<file path="config.mk">
export PLATFORM = sky130hd
export DESIGN_NAME = complex_mean_square_gen2
export DESIGN_NICKNAME = d
export VERILOG_FILES = /design/src/rtl/complex_mean_square_gen2.sv
export SDC_FILE = /design/constraint.sdc
export NUM_CORES = 2
export LEC_CHECK = 0
export ABC_AREA = 1
export CAP_MARGIN = 40
export CORE_UTILIZATION = 31
export DETAILED_ROUTE_END_ITERATION = 8
export HOLD_SLACK_MARGIN = 0.05
export PLACE_DENSITY = 0.43
export SYNTH_ARGS = -nofsm -noshare
export SYNTH_HDL_FRONTEND = slang
export SYNTH_SLANG_ARGS = --single-unit
</file>
<file path="constraint.sdc">
create_clock -name i_clk -period 9.2 [get_ports i_clk]
set_input_delay 1.84 -clock i_clk [delete_from_list [all_inputs] [get_ports i_clk]]
set_output_delay 1.84 -clock i_clk [all_outputs]
set_load 0.01 [all_outputs]
</file>
<file path="src/rtl/complex_mean_square_gen2.sv">
// Complex mean-square unit: accumulates e^2 or |e|^2 over 2^L samples (e = y - y_hat) and divides by 2^L.
// Optional build macro CMS_ROUND_EN adds round-half-up before the final shift.
module complex_mean_square_gen2 #(
  parameter  int DW       = 16,
  parameter  int MAX_LOG2 = 8,
  parameter  int MUL_LAT  = 3,
  localparam int LW       = $clog2(MAX_LOG2 + 1),
  localparam int OW       = 2 * DW + 2,
  localparam int ACC_W    = OW + MAX_LOG2
) (
  input  logic              i_clk,
  input  logic              i_rst_n,
  input  logic              i_start,
  input  logic [LW-1:0]     i_log2_samples,
  input  logic              i_mode,
  input  logic              i_valid,
  output logic              o_ready,
  input  logic [2*DW-1:0]   i_y,
  input  logic [2*DW-1:0]   i_y_hat,
  output logic              o_valid,
  input  logic              i_ready,
  output logic [2*OW-1:0]   o_data,
  output logic              o_busy,
  output logic              o_cfg_err
);

  localparam int CW = MAX_LOG2 + 1;

  localparam logic [2:0] IDLE   = 3'd0;
  localparam logic [2:0] ACCUM  = 3'd1;
  localparam logic [2:0] DRAIN  = 3'd2;
  localparam logic [2:0] DIVIDE = 3'd3;
  localparam logic [2:0] HOLD   = 3'd4;

  logic [2:0]              state_q, state_d;
  logic [LW-1:0]           l_q, l_d;
  logic                    mode_q, mode_d;
  logic [CW-1:0]           rx_cnt_q, rx_cnt_d;
  logic [CW-1:0]           proc_cnt_q, proc_cnt_d;
  logic signed [ACC_W-1:0] acc_re_q, acc_re_d;
  logic signed [ACC_W-1:0] acc_im_q, acc_im_d;
  logic                    o_valid_q, o_valid_d;
  logic [2*OW-1:0]         o_data_q, o_data_d;
  logic                    cfg_err_q, cfg_err_d;

  logic signed [OW-1:0]    aa_q [MUL_LAT];
  logic signed [OW-1:0]    bb_q [MUL_LAT];
  logic signed [OW-1:0]    ab_q [MUL_LAT];
  logic signed [OW-1:0]    aa_d [MUL_LAT];
  logic signed [OW-1:0]    bb_d [MUL_LAT];
  logic signed [OW-1:0]    ab_d [MUL_LAT];
  logic [MUL_LAT-1:0]      vld_q, vld_d;

  logic signed [DW:0]      err_a, err_b;
  logic [CW-1:0]           win;
  logic                    accept;
  logic signed [ACC_W-1:0] re_term, im_term;
  logic signed [ACC_W:0]   rnd_re, rnd_im, round_bias;

  assign win       = CW'(1) << l_q;
  assign o_ready   = (state_q == ACCUM) && (rx_cnt_q < win);
  assign accept    = o_ready && i_valid;
  assign o_busy    = (state_q != IDLE);
  assign o_valid   = o_valid_q;
  assign o_data    = o_data_q;
  assign o_cfg_err = cfg_err_q;

  // Error components, widened by one bit so the subtraction cannot wrap.
  assign err_a = $signed({i_y[2*DW-1], i_y[2*DW-1:DW]}) - $signed({i_y_hat[2*DW-1], i_y_hat[2*DW-1:DW]});
  assign err_b = $signed({i_y[DW-1], i_y[DW-1:0]})      - $signed({i_y_hat[DW-1], i_y_hat[DW-1:0]});

  always_comb begin
    aa_d[0]  = OW'(err_a * err_a);
    bb_d[0]  = OW'(err_b * err_b);
    ab_d[0]  = OW'(err_a * err_b);
    vld_d[0] = accept;
    for (int i = 1; i < MUL_LAT; i++) begin
      aa_d[i]  = aa_q[i-1];
      bb_d[i]  = bb_q[i-1];
      ab_d[i]  = ab_q[i-1];
      vld_d[i] = vld_q[i-1];
    end
  end

  always_comb begin
    if (mode_q) begin
      re_term = ACC_W'(aa_q[MUL_LAT-1]) + ACC_W'(bb_q[MUL_LAT-1]);
      im_term = '0;
    end else begin
      re_term = ACC_W'(aa_q[MUL_LAT-1]) - ACC_W'(bb_q[MUL_LAT-1]);
      im_term = ACC_W'(ab_q[MUL_LAT-1]) + ACC_W'(ab_q[MUL_LAT-1]);
    end
  end

  always_comb begin
    round_bias = '0;
`ifdef CMS_ROUND_EN
    if (l_q != '0) round_bias[l_q - 1'b1] = 1'b1;
`endif
    rnd_re = (ACC_W + 1)'(acc_re_q) + round_bias;
    rnd_im = (ACC_W + 1)'(acc_im_q) + round_bias;
  end

  // NOTE: every variable gets its default first, so no path through the case can infer a latch.
  always_comb begin
    state_d    = state_q;
    l_d        = l_q;
    mode_d     = mode_q;
    rx_cnt_d   = rx_cnt_q;
    proc_cnt_d = proc_cnt_q;
    acc_re_d   = acc_re_q;
    acc_im_d   = acc_im_q;
    o_valid_d  = o_valid_q;
    o_data_d   = o_data_q;
    cfg_err_d  = 1'b0;

    if (vld_q[MUL_LAT-1]) begin
      acc_re_d   = acc_re_q + re_term;
      acc_im_d   = acc_im_q + im_term;
      proc_cnt_d = proc_cnt_q + 1'b1;
    end

    case (state_q)
      IDLE: begin
        if (i_start) begin
          if (32'(i_log2_samples) > MAX_LOG2) begin
            cfg_err_d = 1'b1;
          end else begin
            state_d    = ACCUM;
            l_d        = i_log2_samples;
            mode_d     = i_mode;
            rx_cnt_d   = '0;
            proc_cnt_d = '0;
            acc_re_d   = '0;
            acc_im_d   = '0;
          end
        end
      end
      ACCUM: begin
        if (accept) begin
          rx_cnt_d = rx_cnt_q + 1'b1;
          if (rx_cnt_d == win) state_d = DRAIN;
        end
      end
      DRAIN: begin
        if (proc_cnt_q == win) state_d = DIVIDE;
      end
      DIVIDE: begin
        o_data_d  = {OW'(rnd_re >>> l_q), OW'(rnd_im >>> l_q)};
        o_valid_d = 1'b1;
        state_d   = HOLD;
      end
      HOLD: begin
        if (i_ready) begin
          o_valid_d = 1'b0;
          state_d   = IDLE;
        end
      end
      default: state_d = IDLE;
    endcase
  end

  // NOTE: sequential state uses non-blocking assignments only, so every flop samples pre-edge values.
  always_ff @(posedge i_clk) begin
    if (!i_rst_n) begin
      state_q    <= IDLE;
      l_q        <= '0;
      mode_q     <= 1'b0;
      rx_cnt_q   <= '0;
      proc_cnt_q <= '0;
      acc_re_q   <= '0;
      acc_im_q   <= '0;
      o_valid_q  <= 1'b0;
      o_data_q   <= '0;
      cfg_err_q  <= 1'b0;
      vld_q      <= '0;
    end else begin
      state_q    <= state_d;
      l_q        <= l_d;
      mode_q     <= mode_d;
      rx_cnt_q   <= rx_cnt_d;
      proc_cnt_q <= proc_cnt_d;
      acc_re_q   <= acc_re_d;
      acc_im_q   <= acc_im_d;
      o_valid_q  <= o_valid_d;
      o_data_q   <= o_data_d;
      cfg_err_q  <= cfg_err_d;
      vld_q      <= vld_d;
    end
  end

  // NOTE: product stages carry no reset; the valid shift register alone decides what is consumed.
  always_ff @(posedge i_clk) begin
    for (int i = 0; i < MUL_LAT; i++) begin
      aa_q[i] <= aa_d[i];
      bb_q[i] <= bb_d[i];
      ab_q[i] <= ab_d[i];
    end
  end

endmodule
</file>
==> metrics.md <==
| Metric | Value |
|---|---|
| Outcome | finished clean |
| Die width | 430 um |
| Post-Route WL | 179,000 um |
| Worst-Skew Late Latency | 0.66 ns |
| H-tree levels | 2 |
| Clock Skew | about 0.047 ns |
| Tightest Pin Transition | between 0.8 and 0.9 ns |
| Asr flop ratio synth | 0% |
| Total track usage | between 10% and 20% |
| Final Cycle Share | 96.2% |
| Dpl hpwl | 152,000 um |
| Number of global-route vias before repair | 48,200 |
| Worst Setup End Kind | flip-flop |
| First-pass GRT wire length | 279,000 um |
| Worst path arrival time | around 9.4 ns |
| Max incr delay on CP | 0.55 ns |
| Post-synthesis sequential area ratio | ~17% |
| CTS Hold Buffers Added | 0 |
| WL per Instance | 17.9 um |
| Overflow after GRT | 0 |
| RD Place Congestion | approximately 0.9 |
| Top_reg_cell synth | dfxtp_1 |
| RSZ-0062 raised after global routing | false |
| Mapped Area | 0.0567 mm2 |
| Core area | 0.181 mm2 |
| Row cnt | approximately 160 |
| Hold slack | 0.291 ns |
| Crit path max fanout | 3 |
| Antenna cells | 0 |
| Fmax | 0.113 GHz |
| Clk slew on worst S/H paths | 0.06 ns |
| Clock root buffer master | clkbuf_16 |
| Mean area per synthesized cell | slightly below 8 um2 |
| Die area | about 0.18 mm2 |
| Area Overhead vs Synth | 14.7% |
| Flops & latches, synth | 482 |
| Critical path's slowest cell | fa_1 |
| Max Cap Viol | 0 |
| CTS tree | yes |
| Drt via density | 4.61 |
| Antenna-violating nets left | 0 |
| Number of unique standard cell types used by synthesis | 68 |
| Initial DRC Count | 2,473 |
| Largest net degree at the start of global routing | 84 |
| Port bufs | 145 |
| Pins Over Slew Limit | 0 |
| DIE HEIGHT | 430 um |
| Critical Path Start Type | input port |
| Synthesized instance count | approximately 7,300 |
| Initial core utilization | 31.3% |
| Min-Delay Path Class | flip-flop to flip-flop |
| Post-synth top area cell | fa_1 |
| Initial antenna violation count | 4 |
| DRC | 0 |
| Largest cells by area after synthesis | fa_1 30%, dfxtp_1 17%, inv_1 10% |
| Clock Sinks | 482 |
| I/O pin count | 146 |
| Setup Crit Path Kind | input port to flip-flop |
| Final setup viols | 0 |
| Nets | 8,926 |
| Top-count cell post-synth | inv_1 |
| Layout cells sized above 1 | 7.33% |
| Max transition margin | 41.1% |
| DR pass1 iterations | 6 |
| CTS Buffer Depth | 3 |
| Post-synth top area share | 29.6% |
| Mapped Nets | around 8,600 |
| Final Critical Period | 8.85 ns |
| Synth cell count leaders | 1,559 x inv_1, 1,276 x nand2_1, 840 x fa_1 |
| EDFF count, synth | 0 |
| Postcts setup bufs | 0 |
| Via count | 46,200 |
| Num CTS Buffers | 54 |
| Fill cells | 19,300 |
| Required time of the critical path | 9.77 ns |
| Final Hold Vio Count | 0 |
| Ys Warns | 0 |
[per-stage QoR]
stage	util [%]	worst slack, ns	instance area, um2	setup TNS [ns]	instances
2_1_floorplan	-	0.764	56700	0	7266
3_3_place_gp	34.8	-0.336	63100	-1.76	9908
5_1_grt	35.9	0.0104	65100	0	10000
6_report	35.9	0.351	65100	0	10000
3_5_place_dp	34.8	-0.304	63200	-2.31	9913
4_1_cts	35.9	0.330	65100	0	10000
[sequential cells by signal, indices dropped and copies added (netlist names), 4 cells and up]
signal,count
aa_q,99
ab_q,102
acc_im_q,41
acc_re_q,42
bb_q,99
l_q,4
o_data,68
proc_cnt_q,9
rx_cnt_q,9
[cell type report]
| class | instances | area [um2] | share of cell area, % |
|---|---|---|---|
| inverter | 1581 | 5950 | 9.14 |
| clock buffer | 67 | 1470 | 2.26 |
| timing repair buffer | 495 | 4380 | 6.73 |
| tap | 2370 | 2970 | 4.56 |
| sequential | 482 | 9660 | 14.8 |
| clock inverter | 32 | 437 | 0.671 |
| multi-input combinational | 4985 | 40200 | 61.8 |
[logic make-up after synthesis]
group           after synthesis  share of synthesized area, %
buf+inv                    1799                          12.2
xor+xnor                    228                          3.61
compound gates             1058                          10.7
flops                       482                          17.0
mux                          29                         0.512
simple gates               2417                          17.2
fa+ha+maj                  1253                          38.7
[critical path, delay by kind of cell]
| kind | cells | cell delay [ns] |
|---|---|---|
| adders and majority gates | 9 | 3.97 |
| AOI/OAI and AO/OA | 5 | 1.03 |
| and+or+nand+nor | 7 | 0.64 |
| buffers and inverters | 12 | 1.49 |
| xor gates and xnor gates | 1 | 0.43 |
[timing repair]
item | 4_1_cts | 5_1_grt
hold endpoints to repair | 0 | 0
setup endpoints to repair | 0 | 4
resized for setup | 0 | 2
[cell usage in the layout (no fill, tap or decap), types with 11 or more instances in the layout]
| cell type | synthesis | layout |
|---|---|---|
| a211oi_1 | 11 | 11 |
| a21boi_0 | 11 | 11 |
| a21o_1 | 28 | 28 |
| a21oi_1 | 371 | 371 |
| a31oi_1 | 27 | 27 |
| buf_12 | 0 | 25 |
| buf_4 | 5 | 322 |
| clkbuf_16 | 0 | 54 |
| clkdlybuf4s50_1 | 0 | 144 |
| clkinv_2 | 0 | 11 |
| dfxtp_1 | 482 | 476 |
| fa_1 | 840 | 840 |
| ha_1 | 413 | 413 |
| inv_1 | 1559 | 1558 |
| inv_2 | 13 | 15 |
| mux2i_1 | 29 | 29 |
| nand2_1 | 1276 | 1275 |
| nand3_1 | 212 | 212 |
| nand4_1 | 39 | 39 |
| nor2_1 | 750 | 750 |
| nor3_1 | 61 | 60 |
| nor4_1 | 17 | 17 |
| o211ai_1 | 80 | 80 |
| o21ai_0 | 398 | 398 |
| o21ai_1 | 16 | 15 |
| o21ai_2 | 11 | 12 |
| o21bai_1 | 44 | 44 |
| or2_2 | 22 | 22 |
| xnor2_1 | 81 | 79 |
| xor2_1 | 142 | 137 |
[per-layer routing]
layer / global-route usage [%] / share of wire (%) / up-vias / routed length (um)
li1: - / - / 23000 / -
met1: 26.0 / 46 / 22300 / 82800
met2: 34.0 / 48 / 766 / 86600
met3: 1.47 / 3.2 / 147 / 5760
met4: 4.19 / 2.3 / 0 / 4060
met5: 0 / 0 / - / 0
[final timing paths]
check	from	end	slack [ns]	depth (start not counted)
setup / recovery	i_y[16]	ab_q[0][22]	0.35	34
hold / removal	ab_q[0][40]	ab_q[0][74]	0.29	0
setup reg to reg	bb_q[0][68]	acc_re_q[39]	2.96	30
hold reg to reg	ab_q[0][40]	ab_q[0][74]	0.29	0
Power is not shown: default switching activity piles up to over one toggle a cycle in this logic, so the estimate is an artifact.
